`config.mk`:
```
export PLATFORM = sky130hd
export DESIGN_NAME = sys_array_row
export DESIGN_NICKNAME = d
export VERILOG_FILES = /design/src/rtl/sys_array_row.sv
export SDC_FILE = /design/constraint.sdc
export NUM_CORES = 1
export LEC_CHECK = 0
export BUFFER_PORTS_ARGS = -buffer_cell sky130_fd_sc_hd__buf_2
export CAP_MARGIN = 20
export CORE_MARGIN = 2
export CORE_UTILIZATION = 62
export CTS_CLUSTER_DIAMETER = 40
export DETAILED_ROUTE_END_ITERATION = 7
export PLACE_DENSITY_LB_ADDON = 0.1
export SKIP_CTS_REPAIR_TIMING = 1
export SLEW_MARGIN = 10
export SYNTH_ARGS = -nofsm -noshare
export SYNTH_HDL_FRONTEND = slang
export SYNTH_SLANG_ARGS = --single-unit
```
`constraint.sdc`:
```
create_clock -name clk -period 7.1 [get_ports clk]
set_clock_uncertainty 0.05 [all_clocks]
set_input_delay 0.355 -clock clk [delete_from_list [all_inputs] [get_ports clk]]
set_output_delay 0.355 -clock clk [all_outputs]
set_load 0.05 [all_outputs]
```
`src/rtl/sys_array_row.sv`:
```
// One weight-stationary systolic row: COLS signed MAC cells sharing a left->right activation stream.
// Latency: psum_out[j] 1+j cycles after activation accept, data_out COLS cycles; 1 activation/clk.
// Backpressure: in_ready drops only while draining for a weight swap; SYS_ROW_SAT_EN enables saturating adds.
module sys_array_row #(
  parameter int DATA_WIDTH = 8,
  parameter int ACC_WIDTH  = 2*DATA_WIDTH+4,
  parameter int COLS       = 4
) (
  input  logic                      clk,
  input  logic                      reset,
  input  logic                      wt_valid,
  input  logic [DATA_WIDTH-1:0]     wt_data,
  output logic                      wt_ready,
  input  logic                      wt_swap,
  output logic                      swap_done,
  input  logic                      in_valid,
  input  logic [DATA_WIDTH-1:0]     in_data,
  output logic                      in_ready,
  input  logic [COLS*ACC_WIDTH-1:0] psum_in,
  output logic [COLS*ACC_WIDTH-1:0] psum_out,
  output logic [COLS-1:0]           psum_valid,
  output logic [DATA_WIDTH-1:0]     data_out,
  output logic                      data_valid,
  output logic [COLS-1:0]           ovf
);

  localparam int CNT_W  = (COLS > 1) ? $clog2(COLS) : 1;
  localparam int PROD_W = 2*DATA_WIDTH;

  typedef enum logic [1:0] {ST_LOAD, ST_FULL, ST_DRAIN} state_t;

  state_t                           state, state_nxt;
  logic [CNT_W-1:0]                 cnt;
  logic [COLS-1:0][DATA_WIDTH-1:0]  shadow_w;
  logic [COLS-1:0][DATA_WIDTH-1:0]  active_w;
  logic [COLS-1:0][DATA_WIDTH-1:0]  act_q;
  logic [COLS-1:0]                  act_vld;
  logic                             wt_fire;
  logic                             in_fire;
  logic                             drained;
  logic                             do_swap;
  logic                             last_beat;

  assign wt_fire   = wt_valid & wt_ready;
  assign in_fire   = in_valid & in_ready;
  assign last_beat = (cnt == CNT_W'(COLS-1));
  // act_vld covers every in-flight activation, including the one that becomes data_valid
  assign drained   = ~(|act_vld) & ~(|psum_valid);

  always_comb begin
    state_nxt = state;
    wt_ready  = 1'b0;
    in_ready  = 1'b1;
    do_swap   = 1'b0;
    case (state)
      ST_LOAD: begin
        wt_ready = 1'b1;
        if (wt_valid && last_beat) state_nxt = ST_FULL;
      end
      ST_FULL: begin
        if (wt_swap) state_nxt = ST_DRAIN;
      end
      ST_DRAIN: begin
        in_ready = 1'b0;
        if (drained) begin
          do_swap   = 1'b1;
          state_nxt = ST_LOAD;
        end
      end
      default: state_nxt = ST_LOAD;
    endcase
  end

  always_ff @(posedge clk) begin
    if (reset) begin
      state     <= ST_LOAD;
      cnt       <= '0;
      shadow_w  <= '0;
      active_w  <= '0;
      swap_done <= 1'b0;
    end else begin
      state     <= state_nxt;
      swap_done <= do_swap;
      if (wt_fire) begin
        shadow_w[cnt] <= wt_data;
        cnt           <= last_beat ? '0 : cnt + 1'b1;
      end
      if (do_swap) active_w <= shadow_w;
    end
  end

  // Activation shift chain; stages hold their data when no valid passes through
  always_ff @(posedge clk) begin
    if (reset) begin
      act_vld <= '0;
      act_q   <= '0;
    end else begin
      act_vld <= {act_vld[COLS-2:0], in_fire};
      if (in_fire) act_q[0] <= in_data;
      for (int k = 1; k < COLS; k++) begin
        if (act_vld[k-1]) act_q[k] <= act_q[k-1];
      end
    end
  end

  assign data_out   = act_q[COLS-1];
  assign data_valid = act_vld[COLS-1];

  for (genvar j = 0; j < COLS; j++) begin : g_cell
    logic [DATA_WIDTH-1:0] x;
    logic                  v;
    logic [PROD_W-1:0]     x_ext;
    logic [PROD_W-1:0]     w_ext;
    logic [PROD_W-1:0]     prod;
    logic [ACC_WIDTH-1:0]  pin;
    logic [ACC_WIDTH-1:0]  res;
    logic [ACC_WIDTH-1:0]  psum_r;
    logic                  ovf_bit;
    logic                  vld_r;

    if (j == 0) begin : g_first
      assign x = in_data;
      assign v = in_fire;
    end else begin : g_rest
      assign x = act_q[j-1];
      assign v = act_vld[j-1];
    end

    assign pin   = psum_in[j*ACC_WIDTH +: ACC_WIDTH];
    assign x_ext = {{DATA_WIDTH{x[DATA_WIDTH-1]}}, x};
    assign w_ext = {{DATA_WIDTH{active_w[j][DATA_WIDTH-1]}}, active_w[j]};
    // Full-width signed product fits exactly in PROD_W bits
    assign prod  = PROD_W'($signed(x_ext) * $signed(w_ext));

`ifdef SYS_ROW_SAT_EN
    logic [ACC_WIDTH:0] sum_wide;
    assign sum_wide = {pin[ACC_WIDTH-1], pin}
                    + {{(ACC_WIDTH+1-PROD_W){prod[PROD_W-1]}}, prod};
    assign ovf_bit  = sum_wide[ACC_WIDTH] ^ sum_wide[ACC_WIDTH-1];
    assign res      = !ovf_bit ? sum_wide[ACC_WIDTH-1:0] :
                      sum_wide[ACC_WIDTH] ? {1'b1, {(ACC_WIDTH-1){1'b0}}}
                                          : {1'b0, {(ACC_WIDTH-1){1'b1}}};
    logic ovf_r;
    always_ff @(posedge clk) begin
      if (reset) ovf_r <= 1'b0;
      else       ovf_r <= v & ovf_bit;
    end
    assign ovf[j] = ovf_r;
`else
    assign res     = pin + {{(ACC_WIDTH-PROD_W){prod[PROD_W-1]}}, prod};
    assign ovf_bit = 1'b0;
    assign ovf[j]  = ovf_bit;
`endif

    always_ff @(posedge clk) begin
      if (reset) begin
        psum_r <= '0;
        vld_r  <= 1'b0;
      end else begin
        vld_r <= v;
        if (v) psum_r <= res;
      end
    end

    assign psum_out[j*ACC_WIDTH +: ACC_WIDTH] = psum_r;
    assign psum_valid[j]                      = vld_r;
  end

endmodule

```
* After elaboration in Yosys (flattened, before gate mapping)
Index checks and enable logic that the tools add are counted.
Storage, ports and cells: flip-flop bits (word level) 189, input bits 101, output and inout bits 100, logic and storage cells 64
Cells by class: add/sub/neg operators 5, $mul 4, $lt $le $gt $ge 2, equality and inequality tests 6, muxes and demuxes 12, bitwise operators 5, reductions and logical operators 6
Operator list (count):
- adder 20 bit | 4
- multiplier 8 x 8 -> 16 bit | 4
- bitwise mux 32 bit | 1
- demux 8 bit (select 2 bit) | 1
- two-way mux 2 bit | 4
- two-way mux 8 bit | 1
- OR reduction 4 bit | 2
- inequality test 2 bit, second input constant | 3
- case mux 2 bit (3 select lines) | 1
- == test 2 bit, second input constant | 2
- two-way mux 1 bit | 4
- AND 1 bit | 3
- < comparator 2 x 3 -> 1 bit, second input constant | 1
- AND reduction 3 bit | 1
- adder 2 x 1 -> 2 bit, second input constant | 1
- == test 2 x 1 -> 1 bit, second input constant | 1
- greater-or-equal comparator 2 x 1 -> 1 bit, second input constant | 1
- logical AND 1 bit | 2
- zero test 2 bit | 1
- inverter 1 bit | 2

* Logic depth before layout (Yosys ltp)
depth after elaboration 5, gate-level depth with buffers 28

* Least setup slack after synthesis
OpenSTA, ideal clock, no wires.
kind register -> register, start point register act_q, in the netlist g_cell[1].x[5], end point register g_cell[1].psum_r[18], arrival time 5.815 ns, setup slack 1.119 ns, cell stages (with the launch flop) 27, path buffers 1, clock period less this slack 5.981 ns, path through dfxtp_1 > clkbuf_1 > and2_1 > fa_1 > inv_1 > fa_1 > inv_1 > fa_1 > inv_1 > fa_1 > inv_1 > ha_1 > a21oi_1 > nor2_1 > a311oi_2 > o21bai_1 > a21oi_1 > xnor2_1 > ha_1 > a21o_1 > a21o_1 > a221o_1 > a41o_1 > a31oi_4 > o21ai_2 > xor2_1 > a22o_1
On the way: longest elaborated chain between the ends 2
Ends and longest elaborated chain:
- start, declared | RTL line 36 | logic [COLS-1:0][DATA_WIDTH-1:0] act_q;
- start signal, assigned by index | RTL line 101 | if (act_vld[k-1]) act_q[k] <= act_q[k-1];
- multiplier 8 x 8 -> 16 bit | RTL line 133 | assign prod = PROD_W'($signed(x_ext) * $signed(w_ext));
- adder 20 bit | RTL line 150 | assign res = pin + {{(ACC_WIDTH-PROD_W){prod[PROD_W-1]}}, prod};
- end signal, assigned | RTL line 161 | if (v) psum_r <= res;
- end, declared | RTL line 117 | logic [ACC_WIDTH-1:0] psum_r;
Every way passes these cells. A chain may end at the register's enable or synchronous reset.

* Worst setup path in the final report
start point register active_w[2] in the netlist's numbering, end point register g_cell[0].psum_r[19]
On the way: longest elaborated chain between the ends 2
Ends and longest elaborated chain:
- start, declared | RTL line 35 | logic [COLS-1:0][DATA_WIDTH-1:0] active_w;
- start signal, assigned | RTL line 88 | if (do_swap) active_w <= shadow_w;
- multiplier 8 x 8 -> 16 bit | RTL line 133
- adder 20 bit | RTL line 150
- end signal, assigned | RTL line 161
- end, declared | RTL line 117
Every way passes these cells.

==> impl_metrics.json <==
{
  "numCtsBuffers": 17,
  "status": "finished, final reports clean",
  "synth_cells": 2328,
  "netlist_area_um2": 20000,
  "yosysTopAreaCellShare_pct": 22.5,
  "drt-total-wl_mm": 44.0,
  "final_common_cell": "inv_1",
  "drtIter0Drc": 858,
  "design.final.nets": 3001,
  "synth_area_leaders": "fa_1 (22%), dfxtp_1 (19%), ha_1 (13%)",
  "first_pass_iters": 5,
  "fin_setup_tns_ns": 0,
  "cts_root_buf": "clkbuf_16",
  "die_area_um2": 33600,
  "grt.overflow.total": 0,
  "final_cells": 2891,
  "die_w_um": 183,
  "hold_class": "primary input to register",
  "fin_crit_sh_pct": 89.1,
  "cts.path.max_buffers": 2,
  "worst_setup_path_end_kind": "register",
  "tritoncts": "done",
  "p_leak_nw": 10.9,
  "dp_worst_setup_slack_ns": 0.801,
  "async_flop_share_pct": 0,
  "whs_ns": 0.145,
  "drcViolationCount": 0,
  "ant_nets": 0,
  "synth_flop_cell": "dfxtp_1",
  "power.density_nw_per_um2": 111,
  "mostFrequentLayoutCells": "inv_1 (353), nand2_1 (278), fa_1 (224)",
  "grt_max_degree": 93,
  "synth_edf_count": 0,
  "critPathMaxFanout": 9,
  "grt_setup_unrepaired": "no",
  "area_growth_pct": 9.34,
  "clock.fmax_mhz": 158,
  "start_util_pct": 63.1,
  "avgSynthCellArea_um2": 8.57,
  "viasPerCell": 5.47,
  "yosysTopAreaCell": "fa_1",
  "fin_ws_ns": 0.773,
  "htree_num_levels": 4,
  "groute.usage.overall_pct": 27.3,
  "irDropWorstVdd_uv": 191,
  "hold_violations": 0,
  "worst_pin_slew_ns": 1.05,
  "num_rows": 65,
  "grt_pass1_wl_mm": 74.9,
  "insertion_delay_ns": 0.45,
  "crit_type": "register to register",
  "grt_pass1_vias": 15900,
  "synth.distinct_cells": 69,
  "vias": 15800,
  "core_um2": 31600,
  "yosys_warnings": 0,
  "die-height_um": 183,
  "maxSlewViolCount": 0,
  "layout-drive-gt1-share_pct": 10.4,
  "critPathLaunchType": "register",
  "worstPathRequired_ns": 7.41,
  "slew_headroom_pct": 30.0,
  "yosysSeqAreaShare_pct": 18.6,
  "fillers": 2617,
  "clock-sinks": 185,
  "min_period_ns": 6.33,
  "setup_violations": 0,
  "critPathArrivalTime_ns": 6.64,
  "io_pins": 201,
  "total_power_mw": 2.42,
  "hpwlAfterDp_mm": 35.5,
  "avgRoutedWirePerCell_um": 15.2,
  "cts.clk_slew.worst_paths_ns": 0.09,
  "synth.ff_latch_count": 185,
  "gp_congestion": 0.916,
  "maxCapViolCount": 0,
  "antenna_found_initial": 4,
  "io_buffers": 196,
  "dp_cells": 2855
}
cell families after synthesis:
kind of cell,Yosys count,share of synthesized area (%)
simple gates,701,16.8
other cells,1,0.0188
fa+ha+maj,428,35.3
buf+inv,436,8.35
mux,66,3.34
xor+xnor,134,5.95
flops,185,18.6
compound gates,377,11.8
critical path: stages, from the launching register on:
cell      delay (ns)
dfxtp_1         0.55
nand2_1         0.20
fa_1            0.63
fa_1            0.52
inv_1           0.05
fa_1            0.48
inv_1           0.05
fa_1            0.47
inv_1           0.04
ha_1            0.32
a21oi_1         0.18
nor2b_1         0.08
or4_1           0.40
o22ai_1         0.22
xnor2_1         0.32
ha_1            0.39
a21oi_1         0.09
o21ai_0         0.33
nor3_1          0.10
a211oi_1        0.22
o211ai_1        0.13
xor2_1          0.17
a211oi_1        0.26
power breakdown:
group / leakage, nW / total [mW] / internal, mW / switching [mW]
clock network: 0.303 / 1.01 / 0.511 / 0.496
registers: 1.51 / 1.09 / 1.07 / 0.0254
logic: 9.14 / 0.322 / 0.102 / 0.219
total: 10.9 / 2.42 / 1.68 / 0.741
sequential cells by signal (all words and copies together), names as in the netlist:
signal / cells
g_cell.psum_r: 80
active_w: 32
shadow_w: 32
g_cell.x: 24
data_out: 8
act_vld: 4
cnt: 2
state: 2
swap_done: 1
through the flow:
| step | utilization [%] | instance area [µm²] |
|---|---|---|
| 6_report | 69.0 | 21800 |
| 5_1_grt | 69.0 | 21800 |
| 4_1_cts | 68.9 | 21800 |
| 3_5_place_dp | 67.0 | 21200 |
| 3_3_place_gp | 67.0 | 21200 |
| 2_1_floorplan | - | 20000 |
metal layers:
| metal | GRT usage, % | wire [µm] | vias up |
|---|---|---|---|
| li1 | - | - | 7733 |
| met1 | 36.5 | 19800 | 7679 |
| met2 | 47.0 | 21700 | 333 |
| met3 | 3.21 | 1690 | 62 |
| met4 | 7.23 | 841 | 0 |
| met5 | 0 | 0 | - |
cells in the mapped netlist, types with 3 or more instances:
master,number
a211oi_1,33
a21o_1,31
a21oi_1,178
a22o_1,3
a31oi_1,7
a41oi_1,3
and2_1,174
and3_1,8
and4_1,3
buf_1,9
buf_4,8
clkbuf_1,65
dfxtp_1,185
fa_1,224
ha_1,204
inv_1,353
mux2_2,5
mux2i_1,61
nand2_1,278
nand2b_1,22
nand3_1,11
nand4_1,6
nor2_1,138
nor2b_1,39
nor3_1,6
o211ai_1,5
o21a_1,9
o21ai_0,23
o21ai_1,25
o21bai_1,19
o221ai_1,3
o22ai_1,8
o31ai_1,3
or3_1,5
xnor2_1,93
xor2_1,40
final cells by class:
cell class | count | area (µm²) | share of cell area [%]
Multi-Input combinational cell | 1710 | 14600 | 66.9
Sequential cell | 185 | 3710 | 17.0
Inverter | 354 | 1330 | 6.09
Timing Repair Buffer | 204 | 1050 | 4.80
Tap cell | 402 | 503 | 2.30
Clock buffer | 17 | 425 | 1.95
Clock inverter | 15 | 199 | 0.912
Antenna cell | 4 | 10.0 | 0.0459
path summary, 6_finish.rpt:
| path | start | to | cells past startpoint | slack [ns] |
|---|---|---|---|---|
| worst max-delay path | active_w[2]$_SDFFE_PP0P_ | g_cell[0].psum_r[19]$_SDFFE_PP0P_ | 22 | 0.77 |
| worst min-delay path | wt_data[1] | shadow_w[17]$_SDFFE_PP0P_ | 3 | 0.15 |
| worst max register to register | active_w[2]$_SDFFE_PP0P_ | g_cell[0].psum_r[19]$_SDFFE_PP0P_ | 22 | 0.77 |
| worst min register to register | g_cell[2].psum_r[19]$_SDFFE_PP0P_ | g_cell[2].psum_r[19]$_SDFFE_PP0P_ | 2 | 0.39 |
Power figures use the tool's default switching activity.
